File: config.mk
export PLATFORM = sky130hd
export DESIGN_NAME = cla_serial_addsub_flat
export DESIGN_NICKNAME = d
export VERILOG_FILES = /design/src/rtl/cla_serial_addsub_if.sv /design/src/rtl/cla_serial_addsub.sv /design/src/flat_wrapper.sv
export SDC_FILE = /design/constraint.sdc
export NUM_CORES = 1
export LEC_CHECK = 0
export BUFFER_PORTS_ARGS = -buffer_cell sky130_fd_sc_hd__buf_4
export CAP_MARGIN = 20
export CORE_ASPECT_RATIO = 1.5
export CORE_UTILIZATION = 35
export DETAILED_ROUTE_END_ITERATION = 10
export GPL_TIMING_DRIVEN = 0
export HOLD_SLACK_MARGIN = 0.1
export MAX_ROUTING_LAYER = met4
export PLACE_DENSITY = 0.65
export RECOVER_POWER = 50
export SYNTH_ARGS = -nofsm -noshare
export SYNTH_HDL_FRONTEND = slang
export SYNTH_SLANG_ARGS = --single-unit
File: constraint.sdc
create_clock -name clk -period 5.15 [get_ports clk]
set_input_delay 1.2875 -clock clk [delete_from_list [all_inputs] [get_ports clk]]
set_output_delay 1.2875 -clock clk [all_outputs]
set_load 0.02 [all_outputs]
File: src/rtl/cla_serial_addsub_if.sv
// Request/response bundle for the word-serial CLA add/subtract sequencer.
// The ovf signal exists only when CLA_OVF_EN is defined.
interface cla_serial_addsub_if #(
  parameter int unsigned WIDTH = 32
);
  logic             in_valid;
  logic             in_ready;
  logic [WIDTH-1:0] a;
  logic [WIDTH-1:0] b;
  logic             sub;
  logic             out_valid;
  logic             out_ready;
  logic [WIDTH-1:0] result;
  logic             cout;
`ifdef CLA_OVF_EN
  logic             ovf;
`endif

  modport master (
    output in_valid, a, b, sub, out_ready,
`ifdef CLA_OVF_EN
    input  ovf,
`endif
    input  in_ready, out_valid, result, cout
  );

  modport slave (
    input  in_valid, a, b, sub, out_ready,
`ifdef CLA_OVF_EN
    output ovf,
`endif
    output in_ready, out_valid, result, cout
  );
endinterface

File: src/rtl/cla_serial_addsub.sv
// Word-serial add/subtract: one 8-bit CLA slice per cycle with a registered inter-slice carry.
// Optional macro CLA_OVF_EN adds a registered signed-overflow flag (ovf).
module cla_serial_addsub #(
  parameter int unsigned WIDTH = 32
) (
  input  logic                  clk,
  input  logic                  rst,
  cla_serial_addsub_if.slave    bus
);
  localparam int unsigned NSLICE = WIDTH / 8;
  localparam int unsigned IdxW   = (NSLICE > 1) ? $clog2(NSLICE) : 1;

  typedef enum logic [1:0] {StIdle, StRun, StDone} state_e;

  state_e            state_q, state_d;
  logic [IdxW-1:0]   idx_q, idx_d;
  logic              carry_q, carry_d;
  logic [WIDTH-1:0]  a_q, a_d;
  logic [WIDTH-1:0]  b_q, b_d;
  logic [WIDTH-1:0]  result_q, result_d;
  logic              cout_q, cout_d;
  logic              ovf_q, ovf_d;

  logic [7:0] sl_a, sl_b, sl_g, sl_p, sl_c, sl_sum;
  logic       sl_c7, sl_co;

  // 8-bit carry-lookahead slice; sl_c7 is the carry into bit 7, as the adder reports it.
  always_comb begin
    sl_a    = a_q[idx_q*8 +: 8];
    sl_b    = b_q[idx_q*8 +: 8];
    sl_g    = sl_a & sl_b;
    sl_p    = sl_a ^ sl_b;
    sl_c    = '0;
    sl_c[0] = carry_q;
    for (int i = 0; i < 7; i++) begin
      sl_c[i+1] = sl_g[i] | (sl_p[i] & sl_c[i]);
    end
    sl_sum = sl_p ^ sl_c;
    sl_c7  = sl_c[7];
    // True slice carry-out rebuilt from the top bit and the carry into it.
    sl_co  = (sl_a[7] & sl_b[7]) | (sl_a[7] & sl_c7) | (sl_b[7] & sl_c7);
  end

  always_comb begin
    state_d  = state_q;
    idx_d    = idx_q;
    carry_d  = carry_q;
    a_d      = a_q;
    b_d      = b_q;
    result_d = result_q;
    cout_d   = cout_q;
    ovf_d    = ovf_q;
    unique case (state_q)
      StIdle: begin
        if (bus.in_valid) begin
          a_d     = bus.a;
          b_d     = bus.sub ? ~bus.b : bus.b;
          carry_d = bus.sub;
          idx_d   = '0;
          state_d = StRun;
        end
      end
      StRun: begin
        result_d[idx_q*8 +: 8] = sl_sum;
        carry_d                = sl_co;
        if (idx_q == IdxW'(NSLICE - 1)) begin
          state_d = StDone;
          cout_d  = sl_co;
          ovf_d   = sl_c7 ^ sl_co;
          idx_d   = '0;
        end else begin
          idx_d = idx_q + IdxW'(1);
        end
      end
      StDone: begin
        if (bus.out_ready) begin
          state_d = StIdle;
        end
      end
      default: state_d = StIdle;
    endcase
  end

  always_ff @(posedge clk) begin
    if (rst) begin
      state_q  <= StIdle;
      idx_q    <= '0;
      carry_q  <= 1'b0;
      a_q      <= '0;
      b_q      <= '0;
      result_q <= '0;
      cout_q   <= 1'b0;
      ovf_q    <= 1'b0;
    end else begin
      state_q  <= state_d;
      idx_q    <= idx_d;
      carry_q  <= carry_d;
      a_q      <= a_d;
      b_q      <= b_d;
      result_q <= result_d;
      cout_q   <= cout_d;
      ovf_q    <= ovf_d;
    end
  end

  assign bus.in_ready  = (state_q == StIdle);
  assign bus.out_valid = (state_q == StDone);
  assign bus.result    = result_q;
  assign bus.cout      = cout_q;
`ifdef CLA_OVF_EN
  assign bus.ovf       = ovf_q;
`else
  logic unused_ovf;
  assign unused_ovf = ovf_q;
`endif
endmodule

File: src/flat_wrapper.sv
// flat-port wrapper written by rule: the top's interface ports become plain ports
module cla_serial_addsub_flat 
#(
  parameter int unsigned WIDTH = 32
)
  (clk, rst, bus_in_valid, bus_a, bus_b, bus_sub, bus_out_ready, bus_in_ready, bus_out_valid, bus_result, bus_cout);
  cla_serial_addsub_if #(.WIDTH(WIDTH)) bus_i ();
  input  logic clk;
  input  logic rst;
  input wire logic [$bits(bus_i.in_valid)-1:0] bus_in_valid;
  input wire logic [$bits(bus_i.a)-1:0] bus_a;
  input wire logic [$bits(bus_i.b)-1:0] bus_b;
  input wire logic [$bits(bus_i.sub)-1:0] bus_sub;
  input wire logic [$bits(bus_i.out_ready)-1:0] bus_out_ready;
  output wire logic [$bits(bus_i.in_ready)-1:0] bus_in_ready;
  output wire logic [$bits(bus_i.out_valid)-1:0] bus_out_valid;
  output wire logic [$bits(bus_i.result)-1:0] bus_result;
  output wire logic [$bits(bus_i.cout)-1:0] bus_cout;
  assign bus_i.in_valid = bus_in_valid;
  assign bus_i.a = bus_a;
  assign bus_i.b = bus_b;
  assign bus_i.sub = bus_sub;
  assign bus_i.out_ready = bus_out_ready;
  assign bus_in_ready = bus_i.in_ready;
  assign bus_out_valid = bus_i.out_valid;
  assign bus_result = bus_i.result;
  assign bus_cout = bus_i.cout;
  cla_serial_addsub #(.WIDTH(WIDTH)) u_core (.clk(clk), .rst(rst), .bus(bus_i));
endmodule
==> impl_metrics.json, run 1 <==
{
  "post_cts_buffers": 0,
  "fin_tns_setup_ps": 0,
  "ir_drop_mv": 0.215,
  "synthesis.area_um2": 4500,
  "cts-root-buf": "clkbuf_16",
  "synth_fp_nets": 554,
  "layout.nets": 666,
  "viasPerCell": 5.00,
  "yosysMostFrequentCell": "dfxtp_1",
  "tightest_slew_ps": 801,
  "crit_fanout": 10,
  "overflow": 0,
  "area_delta_synth_final_pct": 25.9,
  "cts_hold_buf": 0,
  "antenna_found_initial": 0,
  "async_reset_ff_share_pct": 0,
  "leakagePower_nw": 2.10,
  "status": "completed",
  "drv_slew": 0,
  "clockBufferDepth": 2,
  "fin_util_pct": 45.3,
  "synth_edf_count": 0,
  "setup_ws_ps": 259,
  "place_area_um2": 5460,
  "grt_pass1_wl_um": 18900,
  "ys_seq_area_share_pct": 45.3,
  "cts_resized": 1,
  "dp_slack_ps": -22.5,
  "initial_core_util_pct": 36.0,
  "hold_path_class": "flop to flop",
  "grt_pass1_vias": 3762,
  "powerDensity_nw_per_um2": 339,
  "cts_tree": "built",
  "core_area_um2": 12500,
  "max_cap_violations": 0,
  "fin_crit_ps": 4890,
  "yosysTopAreaCell": "dfxtp_1",
  "numCtsBuffers": 9,
  "drive_gt1_share_pct": 19.7,
  "dr_total_vias": 3718,
  "setup_viol": 0,
  "synth_warnings": 0,
  "setup.worst_path.class": "flop to flop",
  "track_usage_pct": 19.3,
  "syn_avg_cell_area_um2": 9.56,
  "drt-wirelength-per-cell_um": 16.2,
  "clk_latency_ps": 350,
  "antenna_left": 0,
  "path_clk_slew_ps": 70,
  "crit_path_start_kind": "flop",
  "relSlewSlack_pct": 46.5,
  "grt_max_degree": 17,
  "regArea_um2": 2040,
  "ys_top_cells_by_area": "dfxtp_1 45%, mux4_2 8.0%, nand2_1 6.3%",
  "dr.pass1.iters": 4,
  "design_area_um2": 5670,
  "synth_top_area_share_pct": 45.3,
  "yosys-top-cells-count": "102 x dfxtp_1, 75 x nand2_1, 46 x a21oi_1",
  "crit_arrival_ps": 5130,
  "whs_ps": 455,
  "fp.dieH_um": 141,
  "portBuffers": 101,
  "wl_um": 12100,
  "yosysUniqueCellTypes": 32,
  "synthCells": 471,
  "hold_viol_final": 0,
  "required_ps": 5380,
  "drc_errors": 0,
  "drtIter0Drc": 144,
  "dp_hpwl_um": 9300,
  "multi_input_comb_area_um2": 2190,
  "dieArea_um2": 13300,
  "finClkSkew_ps": 8.96,
  "post-route-period-util_pct": 95.0,
  "rows": 50,
  "num-fill-cells": 1267,
  "fp.dieW_um": 94.6,
  "gp_congestion": 0.867,
  "synth_seq_cells": 102,
  "synth_ff_type": "dfxtp_1",
  "num_io_pins": 104,
  "fmax_mhz": 204,
  "diodes": 0,
  "worst_setup_path_end_kind": "flop",
  "h-tree-depth": 3,
  "rsz0062_at_grt": "no",
  "cts.sinks": 102
}
-- metal layers --
layer | vias to the layer above | wire length [µm] | track usage [%]
li1 | 1844 | - | -
met1 | 1750 | 4630 | 20.9
met4 | 0 | 304 | 8.77
met2 | 104 | 6690 | 34.7
met5 | - | 0 | -
met3 | 20 | 445 | 2.10
-- layout make-up --
class / instances / share of cell area [%]
clock inverters: 5 / 1.88
multi-input cells: 304 / 38.5
clock buffers: 11 / 4.28
repair buffers: 101 / 11.1
flip-flops and latches: 102 / 36.0
plain buffers: 37 / 2.89
inverters: 28 / 1.85
well taps: 156 / 3.44
-- critical path, cell delays in order, from the launching register on --
cell	delay (ps)
dfxtp_1	410
clkbuf_2	310
clkbuf_4	300
mux4_2	250
fa_1	180
inv_1	50
fa_1	380
fa_1	390
fa_1	390
fa_1	410
fa_1	390
fa_1	360
inv_1	90
fa_1	400
inv_1	150
a2bb2o_1	310
-- cells in the final DEF, fill, tap and decap left out, types with 2 or more instances in the layout --
master,n
or3_1,8
o2bb2ai_1,14
nor2b_1,3
buf_2,13
fa_1,8
mux2i_1,2
xnor2_1,32
dfxtp_1,102
mux4_2,16
inv_1,28
a2bb2o_1,2
nand2_1,75
nand3b_1,2
buf_4,68
nand4_1,2
clkbuf_1,55
bufinv_16,3
a211oi_1,32
a21oi_1,46
clkbuf_16,9
ha_1,6
o32ai_1,8
nor2_1,37
-- per-stage QoR --
step | total power [mW] | cells
after global placement | 1.16 | 728
after CTS | 1.94 | 744
after global routing | 1.99 | 744
after floorplan | 1.04 | 471
after detailed placement | 1.16 | 728
final | 1.92 | 744
-- final timing paths --
path	slack, ps	startpoint	cells after the start	to
worst max register to register	260	u_core.idx_q[1]$_SDFFE_PP0P_	15	u_core.bus.result[7]$_SDFFE_PP0P_
worst min-delay path	460	u_core.a_q[16]$_SDFFE_PP0P_	2	u_core.a_q[16]$_SDFFE_PP0P_
worst min register to register	460	u_core.a_q[16]$_SDFFE_PP0P_	2	u_core.a_q[16]$_SDFFE_PP0P_
worst max-delay path	260	u_core.idx_q[1]$_SDFFE_PP0P_	15	u_core.bus.result[7]$_SDFFE_PP0P_
-- sequential cells by signal, indices dropped and copies added, names as in the netlist --
name               count
u_core.idx_q           2
u_core.carry_q         1
u_core.a_q            32
u_core.state_q         2
u_core.bus.result     32
u_core.b_q            32
u_core.bus.cout        1
-- report_power, final --
part	leakage [nW]	internal [mW]	total (mW)	switching, mW
clock network	0.166	0.489	0.782	0.293
logic	1.10	0.128	0.282	0.155
registers	0.835	0.831	0.857	0.0258
-- cell families after synthesis --
family / synth area share (%)
DFF: 45.3
and+or+nand+nor: 13.1
xor gates and xnor gates: 6.22
adders and majority gates: 5.22
buffers and inverters: 6.03
muxes: 8.44
AOI/OAI and AO/OA: 15.7
(Power assumes the default switching activity.)
==> run 2, diff against run 1 <==
- ABC_AREA: not set -> 1
- PLACE_DENSITY: 0.65 -> 0.64
==> impl_metrics.json, run 2 <==
{
  "status": "completed",
  "cts-root-buf": "clkbuf_16",
  "crit_arrival_ps": 5200,
  "wl_um": 13400,
  "fp.dieH_um": 149,
  "worstPathCellList": "buf_4, inv_1, clkbuf_4, o21ai_0, o22ai_1, fa_1, inv_1, fa_1, fa_1, fa_1, fa_1, fa_1, fa_1, inv_1, fa_1, nand3_1, nor2_1, nor2_1, nor2_1",
  "synth_ff_type": "dfxtp_1",
  "crit_path_frequent_cell": "fa_1",
  "hold_path_class": "flop to flop",
  "drt-wirelength-per-cell_um": 13.1,
  "clockBufferDepth": 2,
  "required_ps": 5380,
  "antenna_found_initial": 0,
  "post-route-period-util_pct": 96.5,
  "layout.nets": 910,
  "leakagePower_nw": 2.84,
  "initial_core_util_pct": 36.0,
  "cts_hold_buf": 0,
  "antenna_left": 0,
  "gr-usage-met2_pct": 35.3,
  "cts.sinks": 102,
  "fin_util_pct": 45.1,
  "worst_setup_path_end_kind": "flop",
  "rows": 53,
  "ys_seq_area_share_pct": 40.4,
  "diodes": 0,
  "yosysMostFrequentCell": "nor2_1",
  "grt_pass1_wl_um": 21400,
  "relSlewSlack_pct": 60.0,
  "dp_hpwl_um": 10600,
  "cts_tree": "built",
  "core_area_um2": 14100,
  "dr_total_vias": 4641,
  "crit_buf_inv": 5,
  "max_cap_violations": 0,
  "clk_latency_ps": 360,
  "hold_viol_final": 0,
  "setup_viol": 0,
  "h-tree-depth": 3,
  "synth_edf_count": 0,
  "dr.pass1.iters": 4,
  "fin_tns_setup_ps": 0,
  "synth_fp_nets": 798,
  "grt_pass1_vias": 4453,
  "dieArea_um2": 14900,
  "yosys-top-cells-count": "192 x nor2_1, 144 x nand2_1, 102 x dfxtp_1",
  "powerDensity_nw_per_um2": 304,
  "grt_max_degree": 16,
  "overflow": 0,
  "dp_cells": 1008,
  "crit_fanout": 12,
  "yosysUniqueCellTypes": 27,
  "gr-usage-met1_pct": 20.3,
  "drv_slew": 0,
  "syn_avg_cell_area_um2": 7.07,
  "fin_crit_ps": 4970,
  "rsz0062_at_grt": "no",
  "crit_path_start_kind": "flop",
  "yosysTopAreaCell": "dfxtp_1",
  "synth_seq_cells": 102,
  "finClkSkew_ps": 8.72,
  "crit_family": "adder cells",
  "worst_path_max_delay_cell": "fa_1",
  "fmax_mhz": 201,
  "cts_resized": 0,
  "setup.worst_path.class": "flop to flop",
  "ir_drop_mv": 0.147,
  "synth_top_area_share_pct": 40.4,
  "drc_errors": 0,
  "gp_congestion": 0.868,
  "final_cell_mix": "192 x nor2_1, 144 x nand2_1, 106 x buf_4",
  "portBuffers": 101,
  "viasPerCell": 4.54,
  "area_delta_synth_final_pct": 25.3,
  "ys_top_cells_by_area": "dfxtp_1 40%, nor2_1 14%, nand2_1 11%",
  "final-instance-count-excl-fill": 1022,
  "synthCells": 715,
  "final_common_cell": "nor2_1",
  "post_cts_buffers": 0,
  "cpPeakStageDelay_ps": 470,
  "numCtsBuffers": 9,
  "path_clk_slew_ps": 70,
  "synthesis.area_um2": 5060,
  "grt.busiest_layer": "met2",
  "num_io_pins": 104,
  "tightest_slew_ps": 600,
  "async_reset_ff_share_pct": 0,
  "track_usage_pct": 19.3,
  "synth_warnings": 0,
  "grtUsageMet3_pct": 3.00,
  "fp.dieW_um": 100,
  "drive_gt1_share_pct": 18.6,
  "drtIter0Drc": 192
}
[run 2: power by group]
| group | switching (mW) | internal [mW] | total (mW) |
|---|---|---|---|
| clock | 0.295 | 0.384 | 0.679 |
| sequential | 0.0272 | 0.842 | 0.869 |
| combinational | 0.220 | 0.160 | 0.380 |
| total | 0.543 | 1.39 | 1.93 |
[run 2: through the flow]
step                area (µm²)  hold slack (ps)  setup slack, ps  power (mW)
floorplan                 5060              424              669        1.13
global placement          6050              436             70.0        1.27
detailed placement        6050              444             31.2        1.27
CTS                       6340              454             33.4        1.94
global route              6340              474             7.34        2.02
finish                    6340              454              178        1.93
[run 2: worst min-delay path, cell delays in order, from the launching register on]
cell and delay (ps):
dfxtp_1 300, inv_1 60, a21oi_1 50
[run 2: area by class of cell]
type                    count  area [µm²]
clock inverters             4        48.8
multi-input cells         525        2560
clock buffers              10         239
plain buffers              40         265
fillers                  1540        7720
repair buffers            101         758
flip-flops and latches    102        2040
inverters                  48         185
well taps                 192         240
[run 2: path summary, 6_finish.rpt]
path	startpoint	endpoint	slack, ps	cells past startpoint
min	u_core.a_q[1]$_SDFFE_PP0P_	u_core.a_q[1]$_SDFFE_PP0P_	450	2
min reg2reg	u_core.a_q[1]$_SDFFE_PP0P_	u_core.a_q[1]$_SDFFE_PP0P_	450	2
max	u_core.idx_q[0]$_SDFFE_PP0P_	u_core.bus.result[15]$_SDFFE_PP0P_	180	19
max reg2reg	u_core.idx_q[0]$_SDFFE_PP0P_	u_core.bus.result[15]$_SDFFE_PP0P_	180	19
[run 2: kinds of logic (layout without fill, tap and decap cells)]
family,after synthesis,after routing,synth area share (%)
compound gates,114,114,11.6
buf+inv,88,203,8.96
flops,102,102,40.4
fa+ha+maj,14,14,4.65
simple gates,365,365,28.9
xor+xnor,32,32,5.54
[run 2: routing by layer]
metal	wire [µm]	share of wire, %
met5	0	0
met4	362	2.7
met3	503	3.7
met2	7250	54
met1	5310	40
==> run 3, diff against run 2 <==
- clock period: 5.15 -> 5.5 ns (I/O delays scaled with it)
==> impl_metrics.json, run 3 (synthesis results as in run 2) <==
{
  "final_cell_mix": "192 x nor2_1, 144 x nand2_1, 105 x buf_4",
  "finClkSkew_ps": 9.18,
  "num-fill-cells": 1543,
  "viasPerCell": 4.53,
  "dp_hpwl_um": 10600,
  "rows": 53,
  "cts_resized": 0,
  "drtIter0Drc": 194,
  "drc_errors": 0,
  "cts.sinks": 102,
  "core_area_um2": 14100,
  "drt-wirelength-per-cell_um": 13.1,
  "worst_setup_path_end_kind": "flop",
  "antenna_found_initial": 0,
  "dieArea_um2": 14900,
  "layout.nets": 910,
  "wl_um": 13400,
  "clk_latency_ps": 360,
  "grt_max_degree": 16,
  "setup.worst_path.class": "flop to flop",
  "setup_ws_ps": 342,
  "fp.dieH_um": 149,
  "cts_hold_buf": 0,
  "drv_slew": 0,
  "grt_pass1_vias": 4453,
  "grt_pass1_wl_um": 21400,
  "area_delta_synth_final_pct": 25.1,
  "antenna_left": 0,
  "crit_arrival_ps": 5390,
  "track_usage_pct": 19.3,
  "crit_path_start_kind": "flop",
  "gp_congestion": 0.868,
  "drive_gt1_share_pct": 18.0,
  "crit_buf_inv": 3,
  "max_cap_violations": 0,
  "crit_fanout": 12,
  "setup_viol": 0,
  "post_cts_buffers": 0,
  "overflow": 0,
  "dp_slack_ps": 381,
  "initial_core_util_pct": 36.0,
  "tightest_slew_ps": 599,
  "leakagePower_nw": 2.83,
  "total_power_mw": 1.80,
  "dr.pass1.iters": 5,
  "fin_tns_setup_ps": 0,
  "h-tree-depth": 3,
  "fin_crit_ps": 5160,
  "rsz0062_at_grt": "no",
  "hold_path_class": "flop to flop",
  "worst_path_max_delay_cell": "dfxtp_1",
  "num_io_pins": 104,
  "whs_ps": 454,
  "required_ps": 5730,
  "cts-root-buf": "clkbuf_16",
  "ir_drop_mv": 0.138,
  "portBuffers": 101,
  "path_clk_slew_ps": 70,
  "final_common_cell": "nor2_1",
  "crit_family": "adder cells",
  "worstPathCellList": "buf_1, o21ai_0, o22ai_1, fa_1, inv_1, fa_1, fa_1, fa_1, fa_1, fa_1, fa_1, inv_1, fa_1, nand3_1, nor2_1, nor2_1, nor2_1",
  "cts_tree": "built",
  "fmax_mhz": 194,
  "hold_viol_final": 0,
  "cpPeakStageDelay_ps": 630,
  "numCtsBuffers": 9,
  "status": "completed",
  "powerDensity_nw_per_um2": 285,
  "fp.dieW_um": 100,
  "post-route-period-util_pct": 93.8,
  "dr_total_vias": 4625,
  "diodes": 0,
  "crit_path_frequent_cell": "fa_1",
  "relSlewSlack_pct": 60.1,
  "clockBufferDepth": 2
}
run 3: cell count changes in the layout (fill, tap and decap cells not counted), sizes merged:
cell,before,now
buf,119,120
clkbuf,32,31
run 3: worst paths after layout:
kind                                 from                                  to  slack [ps]  cells after the start
max          u_core.idx_q[1]$_SDFFE_PP0P_  u_core.bus.result[15]$_SDFFE_PP0P_         340                     17
min            u_core.a_q[1]$_SDFFE_PP0P_          u_core.a_q[1]$_SDFFE_PP0P_         450                      2
max reg2reg  u_core.idx_q[1]$_SDFFE_PP0P_  u_core.bus.result[15]$_SDFFE_PP0P_         340                     17
min reg2reg    u_core.a_q[1]$_SDFFE_PP0P_          u_core.a_q[1]$_SDFFE_PP0P_         450                      2
run 3: stage by stage:
step / cell area [µm²] / utilization [%] / instances
after global placement: 6050 / 43.1 / 1008
after detailed placement: 6050 / 43.1 / 1008
after CTS: 6340 / 45.1 / 1022
after floorplan: 5060 / - / 715
final: 6330 / 45.0 / 1022
after global routing: 6330 / 45.0 / 1022
run 3: report_power, final:
| part | leakage [nW] | switching [mW] | total, mW | internal (mW) |
|---|---|---|---|---|
| sequential | 0.838 | 0.0256 | 0.814 | 0.788 |
| clock | 0.144 | 0.275 | 0.634 | 0.359 |
| combinational | 1.84 | 0.206 | 0.355 | 0.149 |
| total | 2.83 | 0.506 | 1.80 | 1.30 |
run 3: area by class of cell:
| cell class | count | area [µm²] | area share [%] |
|---|---|---|---|
| Clock inverter | 4 | 48.8 | 0.771 |
| Inverter | 48 | 185 | 2.93 |
| Timing Repair Buffer | 101 | 754 | 11.9 |
| Clock buffer | 10 | 239 | 3.78 |
| Sequential cell | 102 | 2040 | 32.3 |
| Buffer | 40 | 259 | 4.09 |
| Tap cell | 192 | 240 | 3.80 |
| Multi-Input combinational cell | 525 | 2560 | 40.4 |
run 3: layer usage:
| metal | up-vias | track usage (%) | wire length [µm] |
|---|---|---|---|
| li1 | 2449 | - | - |
| met1 | 2069 | 20.3 | 5410 |
| met2 | 87 | 35.3 | 7290 |
| met3 | 20 | 3.00 | 395 |
| met4 | 0 | 8.26 | 336 |
| met5 | - | - | 0 |
run 3: worst reg2reg max path, stage by stage, from the launching register on:
cell and delay [ps]:
dfxtp_1 630, buf_1 440, o21ai_0 160, o22ai_1 310
fa_1 240, inv_1 50, fa_1 370, fa_1 400
fa_1 390, fa_1 390, fa_1 390, fa_1 360
inv_1 70, fa_1 460, nand3_1 160, nor2_1 70
nor2_1 90, nor2_1 40
